### config.mk
export PLATFORM = sky130hd
export DESIGN_NAME = hdl_encoder_4to2_reg
export DESIGN_NICKNAME = d
export VERILOG_FILES = /design/src/rtl/hdl_encoder_pkg.sv /design/src/rtl/hdl_prio_enc4.sv /design/src/rtl/hdl_encoder_4to2_reg.sv
export SDC_FILE = /design/constraint.sdc
export NUM_CORES = 1
export LEC_CHECK = 0
export ABC_AREA = 1
export BUFFER_PORTS_ARGS = -buffer_cell sky130_fd_sc_hd__buf_2
export CAP_MARGIN = 20
export CORE_MARGIN = 4
export CORE_UTILIZATION = 30
export DETAILED_ROUTE_END_ITERATION = 8
export PLACE_DENSITY_LB_ADDON = 0.2
export SYNTH_ARGS = -nofsm -noshare
export SYNTH_HDL_FRONTEND = slang
export SYNTH_SLANG_ARGS = --single-unit
### constraint.sdc
create_clock -name clk -period 3.5 [get_ports clk]
set_input_delay 0.7 -clock clk [delete_from_list [all_inputs] [get_ports clk]]
set_output_delay 0.7 -clock clk [all_outputs]
set_load 0.01 [all_outputs]
### src/rtl/hdl_encoder_pkg.sv
// Shared constants for the 4-to-2 encoder and the decoder-side benches that pair with it.
package hdl_encoder_pkg;

  localparam logic [1:0] CODE_Y0 = 2'b00;
  localparam logic [1:0] CODE_Y1 = 2'b01;
  localparam logic [1:0] CODE_Y2 = 2'b10;
  localparam logic [1:0] CODE_Y3 = 2'b11;

  localparam int CNT_W_DEFAULT = 8;

  typedef enum logic {
    ST_EMPTY = 1'b0,
    ST_FULL  = 1'b1
  } hold_state_t;

endpackage

### src/rtl/hdl_prio_enc4.sv
// Combinational 4-line priority encoder with all-zero and multi-hot flags.
module hdl_prio_enc4
  import hdl_encoder_pkg::*;
#(
  parameter int PRIO_HIGH = 1
) (
  input  logic [3:0] y,
  output logic [1:0] code,
  output logic       zero,
  output logic       multi
);

  always_comb begin
    code = CODE_Y0;
    if (PRIO_HIGH != 0) begin
      if (y[3])      code = CODE_Y3;
      else if (y[2]) code = CODE_Y2;
      else if (y[1]) code = CODE_Y1;
      else           code = CODE_Y0;
    end else begin
      if (y[0])      code = CODE_Y0;
      else if (y[1]) code = CODE_Y1;
      else if (y[2]) code = CODE_Y2;
      else if (y[3]) code = CODE_Y3;
      else           code = CODE_Y0;
    end
    zero  = (y == 4'b0000);
    // Clearing the lowest set bit leaves something only if more than one line is active.
    multi = ((y & (y - 4'd1)) != 4'b0000);
  end

endmodule

### src/rtl/hdl_encoder_4to2_reg.sv
// Registered 4-to-2 encoder with a one-entry valid/ready holding register and a
// saturating count of malformed (all-zero or multi-hot) accepted words.
module hdl_encoder_4to2_reg
  import hdl_encoder_pkg::*;
#(
  parameter int CNT_W     = CNT_W_DEFAULT,
  parameter int PRIO_HIGH = 1
) (
  input  logic             clk,
  input  logic             rst,
  input  logic             in_valid,
  output logic             in_ready,
  input  logic             Y0,
  input  logic             Y1,
  input  logic             Y2,
  input  logic             Y3,
  output logic             out_valid,
  input  logic             out_ready,
  output logic             Q0,
  output logic             Q1,
  output logic             zero,
  output logic             multi,
  output logic [CNT_W-1:0] err_count
);

  function automatic logic [CNT_W-1:0] sat_inc(input logic [CNT_W-1:0] v);
    return (v == {CNT_W{1'b1}}) ? v : v + 1'b1;
  endfunction

  hold_state_t      r_state;
  logic [1:0]       r_code_p1;
  logic             r_zero_p1;
  logic             r_multi_p1;
  logic [CNT_W-1:0] r_err_cnt;

  logic             w_accept;
  logic [3:0]       w_y;
  logic [1:0]       w_enc_code;
  logic             w_enc_zero;
  logic             w_enc_multi;

  assign out_valid = (r_state == ST_FULL);
  assign in_ready  = !rst && (!out_valid || out_ready);
  assign w_accept  = in_valid && in_ready;

  // Lines are masked when not accepting so idle/undriven inputs never reach the encoder.
  assign w_y = w_accept ? {Y3, Y2, Y1, Y0} : 4'b0000;

  hdl_prio_enc4 #(
    .PRIO_HIGH (PRIO_HIGH)
  ) u_prio_enc4 (
    .y     (w_y),
    .code  (w_enc_code),
    .zero  (w_enc_zero),
    .multi (w_enc_multi)
  );

  // Stage p0 -> p1: holding register, handshake state and error counter
  always_ff @(posedge clk) begin
    if (rst) begin
      r_state    <= ST_EMPTY;
      r_code_p1  <= 2'b00;
      r_zero_p1  <= 1'b0;
      r_multi_p1 <= 1'b0;
      r_err_cnt  <= '0;
    end else begin
      case (r_state)
        ST_EMPTY: begin
          if (w_accept) r_state <= ST_FULL;
        end
        ST_FULL: begin
          if (out_ready && !w_accept) r_state <= ST_EMPTY;
        end
        default: r_state <= ST_EMPTY;
      endcase
      if (w_accept) begin
        r_code_p1  <= w_enc_code;
        r_zero_p1  <= w_enc_zero;
        r_multi_p1 <= w_enc_multi;
        if (w_enc_zero || w_enc_multi) r_err_cnt <= sat_inc(r_err_cnt);
      end
    end
  end

  assign Q0        = r_code_p1[1];
  assign Q1        = r_code_p1[0];
  assign zero      = r_zero_p1;
  assign multi     = r_multi_p1;
  assign err_count = r_err_cnt;

endmodule

==> flow_summary_export.csv <==
group,metric,value,unit
layout,area_delta_synth_final,19.7,%
run_status,status,"finished, final reports clean",
yosys,yosys_warnings,0,
floorplanning,rows,18,
yosys,netlist.top_cell.by_area,"dfxtp_1",
detailed_routing,vias_per_cell,4.48,
yosys,synth_ff_type,"dfxtp_1",
run,maxCapViolCount,0,
sta,fin_worst_skew,7.40,ps
placed_design,place_congestion,0.788,
sta,finalSetupTns,0,ps
sta,hold_viol,0,
yosys,postSynthAreaPerCell,8.32,sq um
clock_tree,tritoncts,"built",
layout,finalNonFillerCells,150,
placed_design,hpwl,1.28,mm
yosys,synth_edf_count,0,
critical_path,critical_path.cell_chain,"buf_2 > inv_8 > nand2_8 > inv_1 > buf_2",
floorplanning,die-width,59.6,um
yosys,synth-seq-cells,13,
critical_path,cp_slowest_stage_delay,280,ps
yosys,yosysSeqAreaShare,0.326,
detailed_routing,drcViolationCount,0,
yosys,synth_top_area_frac,0.326,
detailed_routing,route.top_layer_used,"met4",
sta,maxSlewHeadroom,0.795,
sta,max_freq,497,MHz
floorplanning,die_y,59.6,um
yosys,async_flop_share,0,
layout,multi_input_area,468,sq um
min_path,holdCritPathClass,"register to register",
critical_path,cp.arrival,1310,ps
placed_design,place_area,930,sq um
detailed_routing,wl_met2,722,um
yosys,synthTopCellsByArea,"dfxtp_1 33%, nand3_1 7.5%, nand2_1 6.6%",
sta,worst_pin_slew,308,ps
sta,rsz0062_at_grt,"false",
clock_tree,path_clk_slew,70,ps
placed_design,portBuffers,21,
power_and_ir_drop,peakVddDrop,0.154,mV
placed_design,dp_cells,146,
clock_tree,clockBufferDepth,2,
floorplanning,die-area,0.00355,sq mm
clock_tree,clock_sinks,13,
grt,grt_util_all_layers,0.0991,
detailed_routing,firstDrtPassIters,2,
layout,n_antenna_cell,0,
layout,fin_nets,130,
yosys,synth_most_common_cell,"nand2_1",
grt,grt_pass1_vias,619,
grt,gr-total-overflow,0,
sta,period_share,0.575,
detailed_routing,detail_route.wl_per_cell,10.7,um
yosys,syn_area,798,sq um
grt,grt_pass1_wl,2.60,mm
layout,num-fill-cells,264,
floorplanning,ios,22,
critical_path,start_kind,"input port",
layout,fin_area,956,sq um
power_and_ir_drop,p_per_area,315,mW/mm^2
grt,grt_antenna_before_repair,0,
power_and_ir_drop,power.leakage,0.464,nW
clock_tree,postCtsSetupRepairBufs,0,
critical_path,path_class,"input port to primary output",
detailed_routing,first_iter_violations,25,
clock_tree,cts.htree.levels,1,
detailed_routing,dr_total_vias,672,
placed_design,place_ws,1480,ps
detailed_routing,ant_nets,0,
clock_tree,cts-resized-gates,0,
critical_path,slowest_stage,"buf_2",
clock_tree,clk_latency,280,ps
floorplanning,core,0.00250,sq mm
critical_path,crit_path_frequent_cell,"buf_2",
layout,regArea,260,sq um
clock_tree,root_buffer,"clkbuf_4",
yosys,ys_types,26,
sta,layout_min_cycle_time,2010,ps
critical_path,cp_max_fo,9,
critical_path,cp.required,2800,ps
layout,drive_gt1_frac,0.442,
yosys,syn_inst,96,
clock_tree,postCtsHoldBufs,0,
yosys,synth_fp_nets,105,
sta,setup_viol,0,
clock_tree,cts_buffers,3,
detailed_routing,drt-met1-wl,739,um
critical_path,crit_path_end_kind,"primary output",
grt,grt_max_degree,11,
sta,setup_slack,1490,ps
detailed_routing,dr_wl_met3,136,um
yosys,synth_common_cells,"14 x nand2_1, 13 x dfxtp_1, 12 x nand3_1",
detailed_routing,wirelength,1.61,mm
floorplanning,start_util,0.319,
sta,maxSlewViolCount,0,
-- final timing paths --
| kind | cells after the start | from | end | slack (ps) |
|---|---|---|---|---|
| max | 5 | rst | in_ready | 1490 |
| min | 2 | zero | zero | 470 |
| max reg2reg | 10 | err_count[0] | err_count[1] | 1850 |
| min reg2reg | 2 | zero | zero | 470 |
-- per-stage QoR --
stage | hold slack [ps] | util | total power [mW]
after floorplan | 490 | - | 0.197
after global placement | 455 | 0.372 | 0.212
after detailed placement | 464 | 0.372 | 0.212
after CTS | 477 | 0.382 | 0.308
after global routing | 500 | 0.382 | 0.318
final | 467 | 0.382 | 0.301
-- layout by cell type (no fill, tap or decap), drive strengths merged --
cell    instances
a21oi           8
a31oi           1
buf            21
clkbuf          4
dfxtp          13
ha              1
inv            13
nand2          25
nand3          14
nand3b          2
nand4           1
nor2            9
nor3            1
o21ai           2
xor2            5
-- where the power goes --
part | internal [mW] | switching, mW
Sequential | 0.153 | 0.00401
Combinational | 0.0195 | 0.0319
Clock | 0.0442 | 0.0492
-- area by class of cell --
type	count	area share
clock buffer	4	0.0275
multi-input combinational	69	0.490
inverter	13	0.0615
timing repair buffer	21	0.110
sequential	13	0.272
tap	30	0.0393
-- routing by layer --
layer | global-route usage | vias up
met2 | 0.158 | 18
li1 | - | 358
met1 | 0.119 | 294
met5 | 0 | -
met4 | 0.0475 | 0
met3 | 0.0327 | 2
-- state kept, by name, summed over array words and instances (netlist names) --
signal	count
multi	1
out_valid	1
err_count	8
r_code_p1	2
zero	1
-- logic make-up after synthesis --
family / synth area share
buffers and inverters: 0.0878
AOI/OAI and AO/OA: 0.0987
xor gates and xnor gates: 0.0549
adders and majority gates: 0.0157
and+or+nand+nor: 0.417
DFF: 0.326
-- worst max-delay path: cells and delay by family --
family                 cells  cell delay [ps]
buffers and inverters      4              530
and+or+nand+nor            1               90
Note: power is estimated with default switching activity, not from simulation.
